## src/rtl/ram_initiator.sv

```systemverilog
// ram_initiator: single-outstanding load/store sequencer that owns the RAM port.
// Loads wait out the RAM read latency and return data on a one-cycle rsp_valid
// pulse; stores issue a one-cycle ram_we and are acknowledged the same way.
// Define RAM_INITIATOR_BYTE_WRITE_EN to honour req_be. Partial-byte stores then
// become read-modify-write sequences, and be=2'b00 is acknowledged without a
// write. With the macro undefined, every store is a full-word write.
module ram_initiator #(
  parameter int unsigned ADDR_W = 8,
  parameter int unsigned DATA_W = 16,
  parameter int unsigned RD_LAT = 1
) (
  input  logic              clk,
  input  logic              reset_n,
  input  logic              req_valid,
  output logic              req_ready,
  input  logic              req_we,
  input  logic [ADDR_W-1:0] req_addr,
  input  logic [DATA_W-1:0] req_wdata,
  input  logic [1:0]        req_be,
  output logic              rsp_valid,
  output logic [DATA_W-1:0] rsp_rdata,
  output logic              busy,
  output logic              ram_we,
  output logic [ADDR_W-1:0] ram_addr,
  output logic [DATA_W-1:0] ram_din,
  input  logic [DATA_W-1:0] ram_dout
);

  // Wait counter preload: the wait state spans RD_LAT+1 cycles, ending on the
  // cycle in which ram_dout holds the word for the address driven in cycle N+1.
  localparam logic [1:0] LatCnt = 2'(RD_LAT);

`ifdef RAM_INITIATOR_BYTE_WRITE_EN
  typedef enum logic [2:0] {StIdle, StWr, StRdWait, StRmwWait, StRmwWr} state_e;

  logic [1:0]        be;
  logic [DATA_W-1:0] merged;

  // Keep the enabled store bytes (held in ram_din), fill the rest from the RAM.
  always_comb begin
    merged = ram_dout;
    if (be[1]) merged[15:8] = ram_din[15:8];
    if (be[0]) merged[7:0]  = ram_din[7:0];
  end
`else
  typedef enum logic [1:0] {StIdle, StWr, StRdWait} state_e;

  logic unused_be;
  assign unused_be = ^req_be;
`endif

  state_e     state;
  logic [1:0] cnt;

  assign req_ready = (state == StIdle);
  assign busy      = (state != StIdle);

  // Request sequencing with registered RAM controls and response outputs.
  always_ff @(posedge clk or negedge reset_n) begin
    if (!reset_n) begin
      state     <= StIdle;
      cnt       <= '0;
      rsp_valid <= 1'b0;
      rsp_rdata <= '0;
      ram_we    <= 1'b0;
      ram_addr  <= '0;
      ram_din   <= '0;
`ifdef RAM_INITIATOR_BYTE_WRITE_EN
      be        <= '0;
`endif
    end else begin
      rsp_valid <= 1'b0;
      ram_we    <= 1'b0;
      case (state)
        StIdle: begin
          if (req_valid) begin
            ram_addr <= req_addr;
            ram_din  <= req_wdata;
            if (req_we) begin
`ifdef RAM_INITIATOR_BYTE_WRITE_EN
              be <= req_be;
              if (req_be == 2'b11) begin
                state  <= StWr;
                ram_we <= 1'b1;
              end else if (req_be == 2'b00) begin
                // Acknowledged like a store, but the RAM is left untouched.
                state <= StWr;
              end else begin
                state <= StRmwWait;
                cnt   <= LatCnt;
              end
`else
              state  <= StWr;
              ram_we <= 1'b1;
`endif
            end else begin
              state <= StRdWait;
              cnt   <= LatCnt;
            end
          end
        end
        StWr: begin
          state     <= StIdle;
          rsp_valid <= 1'b1;
        end
        StRdWait: begin
          if (cnt == 2'd0) begin
            rsp_rdata <= ram_dout;
            rsp_valid <= 1'b1;
            state     <= StIdle;
          end else begin
            cnt <= cnt - 2'd1;
          end
        end
`ifdef RAM_INITIATOR_BYTE_WRITE_EN
        StRmwWait: begin
          if (cnt == 2'd0) begin
            ram_din <= merged;
            ram_we  <= 1'b1;
            state   <= StRmwWr;
          end else begin
            cnt <= cnt - 2'd1;
          end
        end
        StRmwWr: begin
          state     <= StIdle;
          rsp_valid <= 1'b1;
        end
`endif
        default: state <= StIdle;
      endcase
    end
  end

endmodule

```

## config.mk

```make
export PLATFORM = sky130hd
export DESIGN_NAME = ram_initiator
export DESIGN_NICKNAME = d
export VERILOG_FILES = /design/src/rtl/ram_initiator.sv
export SDC_FILE = /design/constraint.sdc
export NUM_CORES = 1
export LEC_CHECK = 0
export BUFFER_PORTS_ARGS = -buffer_cell sky130_fd_sc_hd__clkbuf_2
export CORE_UTILIZATION = 45
export CTS_CLUSTER_SIZE = 30
export DETAILED_ROUTE_END_ITERATION = 10
export PLACE_DENSITY = 0.78
export SLEW_MARGIN = 20
export SYNTH_ARGS = -nofsm -noshare
export SYNTH_HDL_FRONTEND = slang
export SYNTH_SLANG_ARGS = --single-unit
export TNS_END_PERCENT = 30
```

## constraint.sdc

```tcl
create_clock -name clk -period 2.43 [get_ports clk]
set_input_delay 0.3645 -clock clk [delete_from_list [all_inputs] [get_ports clk]]
set_output_delay 0.3645 -clock clk [all_outputs]
set_load 0.02 [all_outputs]
```

Word-level counts from Yosys, hierarchy flattened. Cells that the tools add are included.

Bits in registers: 46. Latch bits: 0. Bits in writable memories: 0. Bits in read-only memories: 0. Memories: 0.

Add/sub/neg operators: 1. $mul: 0. Div/mod/pow operators: 0. $lt $le $gt $ge: 0. Eq/ne operators: 6. Shift operators: 0. Mux-type cells: 13. Bitwise operators: 0. Reductions and logical operators: 8.

Operators with widths (number): 2-to-1 mux 2 bit (6); inequality test 2 bit, second input constant (4); case mux 2 bit (2 select lines) (2); AND reduction 2 bit (3); zero test 2 bit (2); 2-to-1 mux 1 bit (4); AND reduction 4 bit (1); nonzero test 2 bit (2); == test 2 x 1 -> 1 bit, second input constant (1); == test 2 bit, second input constant (1); case mux 1 bit (2 select lines) (1); subtractor 2 x 1 -> 2 bit, second input constant (1).

Depth between registers and ports, before layout. Gate-level depths: netlist of run 1.

Word-level depth: 3. Mapped depth: 5.

Worst setup path after synthesis of run 1. No wires, ideal clock.

Path type: register -> register. Start: register state[0]. End: register cnt[0]. Library setup time: 0.125 ns. Arrival time: 1.466 ns. Data required time: 2.305 ns. Path slack: 0.839 ns. Cell stages (with the launch flop): 6. Period minus slack after synthesis: 1.591 ns. Cells stage by stage: dfrtp_1 -> inv_1 -> ha_1 -> mux2i_1 -> a211oi_2 -> mux2_2.

Word-level cells in the longest chain between the ends: 3. Elaborated cells on any way between the ends: 8. Those cells by class: eq/ne (4); mux (1); reduce/logical (3).

RTL lines: start, declared (RTL line 52) `state_e state;`; start signal, assigned (RTL line 61) `state <= StIdle;`; start signal, assigned (RTL line 93) `state <= StWr;`; start signal, assigned (RTL line 97) `state <= StRdWait;`; zero test 2 bit *; via req_ready (RTL line 15) `output logic req_ready,`; inequality test 2 bit (no source line) or nonzero test 2 bit (tied branches); AND reduction 4 bit (no source line); end signal, assigned (RTL line 98) `cnt <= LatCnt;`; end signal, assigned (RTL line 112) `cnt <= cnt - 2'd1;`; end, declared (RTL line 53) `logic [1:0] cnt;`.

The timed path passes the listed nets; every way through them passes the cells marked *. A chain may end at the register's enable or synchronous reset.

Worst setup path after layout of run 1.
Start: register state[0]. End: register cnt[0].

Word-level cells in the longest chain between the ends: 3. Elaborated cells on any way between the ends: 8. Those cells by class: eq/ne (4); mux (1); reduce/logical (3).

RTL lines: == test 2 bit or zero test 2 bit (tied branches) (RTL line 74) `case (state)`; inequality test 2 bit (no source line) or nonzero test 2 bit (tied branches); AND reduction 4 bit (no source line).

Several ways; a longest one is shown, not always the timed one.

==> run metrics, run 1 <==
CTS Buf Count 5; switching part of the total 0.390; RSZ-0062 raised after global routing false; Chip Width 65.8 um; vias in the first global route 1171; final period utilization 0.688; Layout area overhead 31.3%; initial antenna violation count 0; Post-Place Cells approximately 250; hpwl dp between 2 and 3 mm; total wire length 3.36 mm; Yosys cell types 17; clk root buf clkbuf_8; Final Wtd Congestion 0.692; pwr/cell area 1400 mW/mm^2; R2R setup slack 760 ps; Internal 2060 uW; ratio of cells with drive above 1 in the final layout 0.665; Finish-stage setup viols 0; register clock-pin slew on the reported worst setup and hold paths about 80 ps; worst skew pair latency 290 ps; Layout Skew between 4 and 5 ps; clk sinks 46; Die ar. roughly 0.0043 mm^2; Switch Pwr 1320 uW; Worst EP arrival 1850 ps; Post-synth top cells dfrtp_1 (46), mux2_2 (42), inv_1 (6); R2R Path Start state[0]; Setup Fix Bufs, Post-CTS 0; clock network fraction of design power 0.135; setup TNS 0 ps; Initial Util 0.485; drt initial violations 38; Power Total 3370 uW; Critical R2R Capture cnt[0]; wire per inst approximately 13 um; Combinational Power Share 0.472; Hold Buf Count CTS 0; synthesized area 0.00183 mm^2; Resize count post-CTS 0; worst slew pin tran between 900 and 1000 ps; Syn Nets 167; Post-synth top flop dfrtp_1; IO Port Bufs 87; Worst Path Max Fanout 7; I/O pin count 90; Core Region 0.00377 mm^2; Final nets 259; first-pass GRT wire length 5.16 mm; Worst setup EP type flip-flop; CTS tree done; antenna fix cells 0; ANT nets after route 0; sequential power share 0.393; Seq cells post-synth between 40 and 50; global route total overflow 0; Ys Warns 0; Hold Fails Final Rpt 0; FMAX 0.598 GHz; DRC errors left 0; row cnt 22; top-count cell post-synth dfrtp_1; worst min path class input pin to asynchronous set/reset pin; cells after synthesis 116; Async S/R FF share, synth 1.00; DR vias/cell 4.80; GRT Overall Usage 0.166; minimum clock period 1670 ps; critical path class flip-flop to flip-flop; Synth area leaders dfrtp_1 (63%), mux2_2 (26%), ha_1 (3.4%); Slew headroom 0.356; R2R cell count 5; area share of the largest cell type after synthesis 0.629; Seq/Total Area, Yosys 0.629; Max-Cap Viols 0; status finished clean; Peak VDD IR 519 uV; Post-Layout Cell Count between 200 and 300; drt first pass iters 4; EDFF count, synth 0; via count 1234; Slew Limit Fails 0; htree depth 2; largest net degree at the start of global routing 47; Longest Clk Path Bufs 2; Die Height 65.8 um; leak pwr 0.00123 uW; CP startpoint kind flip-flop; Critical Path RT 2610 ps; leading area contributor after synthesis dfrtp_1; syn_area_per_cell 15.8 um^2
## power groups by stage
stage / logic, uW / registers, uW / clock network (uW)
2_1_floorplan: 637 / 1770 / 0
3_3_place_gp: 1570 / 1310 / 0
3_5_place_dp: 1610 / 1340 / 0
4_1_cts: 1620 / 1330 / 479
5_1_grt: 1710 / 1360 / 508
6_report: 1590 / 1320 / 455
## per-layer routing
layer | wire length (um) | up-vias | global-route usage | share of wire
li1 | - | 583 | - | -
met1 | 1320 | 592 | 0.183 | 0.39
met2 | 1780 | 55 | 0.284 | 0.53
met3 | 204 | 4 | 0.0483 | 0.061
met4 | 58 | 0 | 0.0924 | 0.017
met5 | 0 | - | 0 | 0
## cell families after synthesis
kind of cell,count (synthesis),synth area share
buffers and inverters,9,0.0239
AND/OR/NAND/NOR,8,0.0253
multiplexers,45,0.275
AO/OA/AOI/OAI,3,0.0130
flip-flops,46,0.629
adder cells (fa/ha/maj),5,0.0342
## worst max-delay path, stage by stage, from the launching register on
cell and delay [ps]:
dfrtp_1 400, inv_1 100, ha_1 310, mux2i_1 130, a211oi_2 240, mux2_2 380
## sequential cells by signal, indices dropped and copies added (netlist names)
| signal | count |
|---|---|
| rsp_valid | 1 |
| ram_addr | 8 |
| cnt | 2 |
| state | 2 |
| rsp_rdata | 16 |
| ram_we | 1 |
| ram_din | 16 |
## metrics by stage
step | utilization | cell area (um^2) | setup slack, ps | hold slack (ps)
after floorplan | - | 1830 | 839 | 68.9
after global placement | 0.613 | 2310 | 856 | 486
after detailed placement | 0.613 | 2310 | 787 | 494
after CTS | 0.637 | 2400 | 746 | 290
after global routing | 0.637 | 2400 | 678 | 292
final | 0.637 | 2400 | 758 | 226
## worst max-delay path by stage
stage,startpoint,endpoint,slack [ps],cells past startpoint
floorplan,state[0],cnt[0],840,5
global placement,state[0],cnt[0],860,5
global route,state[0],cnt[0],680,5
finish,state[0],cnt[0],760,5
CTS,state[0],cnt[0],750,5
detailed placement,state[0],cnt[0],790,5
## cell usage in the layout (no fill, tap or decap), drive strengths merged
cell    count
clkbuf     93
dfrtp      46
mux2       42
inv         6
ha          5
mux2i       3
nand2       3
buf         2
a21oi       1
nor2b       1
and3        1
and2        1
o22ai       1
a211oi      1
or2b        1
nand2b      1
clkinv      1
## layout make-up
cell class / instances / area [um^2]
fill: 292 / 1370
clock buffer: 7 / 86.3
clock inverter: 1 / 5.00
multi-input combinational: 61 / 636
timing repair buffer: 88 / 443
inverter: 6 / 22.5
tap: 48 / 60.1
sequential: 46 / 1150
Note: power is estimated with default switching activity, not from simulation.
==> run 2: changes to the inputs <==
- clock period: 2.43 -> 1.6 ns (I/O delays scaled with it)
==> run metrics, run 2 (same netlist as run 1, synthesis figures left out) <==
Layout Skew 2.57 ps (-2.35 ps); total wire length 3.55 mm (+5.6%); ratio of cells with drive above 1 in the final layout 0.688 (+0.0233); pwr/cell area 2200 mW/mm^2 (+57%); status finished clean; minimum clock period 1560 ps (-115 ps); register clock-pin slew on the reported worst setup and hold paths 80 ps (about the same); initial antenna violation count 0 (unchanged); first-pass GRT wire length 5.44 mm (+5.3%); DRC errors left 0 (unchanged); drt initial violations 21 (-45%); via count 1256 (+1.8%); Longest Clk Path Bufs 2 (unchanged); Layout area overhead 38.9%; GRT Overall Usage 0.173 (+0.00666); Final nets 265 (+2.3%); Top Registers ram_din: 16 flops, rsp_rdata: 16 flops, ram_addr: 8 flops; Die Height 65.8 um (unchanged); most frequent cells in the layout clkbuf_2 (87), dfrtp_1 (46), mux2_2 (42), clkbuf_8 (6), inv_1 (5); Slew headroom 0.712 (+0.356); vias in the first global route 1262 (+7.8%); Chip Width 65.8 um (unchanged); FMAX 0.642 GHz (+7.4%); Die ar. 0.00433 mm^2 (unchanged); largest net degree at the start of global routing 32 (-32%); final period utilization 0.973 (+0.285); I/O pin count 90 (unchanged); Power Total 5590 uW (+66%); Post-Layout Cell Count 263 (+2.3%); clk sinks 46 (unchanged); Worst Setup SP state[1]; Max-Cap Viols 0 (unchanged); CTS tree done; commonest non-fill, non-tap cell in the layout clkbuf_2; drt first pass iters 4 (unchanged); row cnt 22 (unchanged); hpwl dp 2.71 mm (+3.4%); Fill cells 276 (-5.5%); Final Instance Area 0.00254 mm^2 (+5.8%); smallest hold slack 179 ps (-47.1 ps); Post-Place Cells 252 (+1.2%); R2R Path Start state[1]; Hold Fails Final Rpt 0 (unchanged); CP startpoint kind flip-flop; CTS Buf Count 5 (unchanged); HP Start req_addr[3]; setup TNS 0 ps (unchanged); Post-DP Area 0.00236 mm^2 (+2.1%); Core Region 0.00377 mm^2 (unchanged); clk root buf clkbuf_8; Worst setup EP type flip-flop; IO Port Bufs 87 (unchanged); Slew Limit Fails 0 (unchanged); critical path class flip-flop to flip-flop; Critical Path RT 1780 ps (-830 ps); global route total overflow 0 (unchanged); htree depth 2 (unchanged); ANT nets after route 0 (unchanged); antenna fix cells 0 (unchanged); Worst EP arrival 1740 ps (-110 ps); Peak VDD IR 1050 uV (+100%); Initial Util 0.485 (unchanged); Worst Path Max Fanout 4 (-3); worst slew pin tran 431 ps (-534 ps); wire per inst 13.5 um (+3.2%); leak pwr 0.00129 uW (+5.0%); Final Wtd Congestion 0.729 (+5.3%); worst skew pair latency 290 ps (about the same); worst min path class input pin to flip-flop; DR vias/cell 4.78 (-0.54%); Finish-stage setup viols 0 (unchanged)
[run 2: cell count changes in the layout (fill, tap and decap cells not counted), sizes merged]
| cell | delta |
|---|---|
| clkinv | -1 |
| bufinv | +2 |
| dlygate4sd3 | +1 |
| buf | +4 |
[run 2: cell type report]
type	count	area (um^2)	share of cell area
multi-input cells	61	651	0.256
flip-flops and latches	46	1150	0.453
well taps	48	60.1	0.0236
inverters	6	22.5	0.00886
clock inverters	2	60.1	0.0236
repair buffers	94	515	0.203
clock buffers	6	82.6	0.0325
[run 2: timing repair]
action | CTS | global route
buffers inserted | 0 | 2
setup endpoints to repair | 16 | 20
cloned | 0 | 0
hold endpoints to repair | 15 | 0
gates resized for setup | 1 | 3
hold buffers | 1 | 0
[run 2: final timing paths]
kind | end | slack [ps] | depth (start not counted)
max | cnt[0] | 40 | 5
max reg2reg | cnt[0] | 40 | 5
max in group asynchronous | ram_din[14] | 650 | 3
min in group asynchronous | rsp_rdata[15] | 460 | 2
min reg2reg | ram_addr[4] | 510 | 1
min | ram_addr[3] | 180 | 2
[run 2: through the flow]
stage	util	setup slack, ps
2_1_floorplan	-	9.25
3_3_place_gp	0.626	65.5
3_5_place_dp	0.626	-20.4
4_1_cts	0.667	21.9
5_1_grt	0.674	-8.38
6_report	0.674	42.5
[run 2: metal layers]
metal  vias to the layer above  track usage  part of all wire
li1                        591            -                 -
met1                       606        0.191              0.38
met2                        54        0.304              0.54
met3                         5       0.0431             0.063
met4                         0       0.0897             0.018
met5                         -            0                 0
[run 2: where the power goes]
group / switching [uW] / internal, uW / total [uW]
combinational: 1420 / 1140 / 2550
clock: 361 / 665 / 1030
sequential: 269 / 1740 / 2010
total: 2050 / 3540 / 5590
[run 2: critical path: stages (launching register included)]
cell	delay (ps)
dfrtp_1	370
inv_1	90
ha_1	220
and2_1	170
a211oi_2	240
mux2_2	360
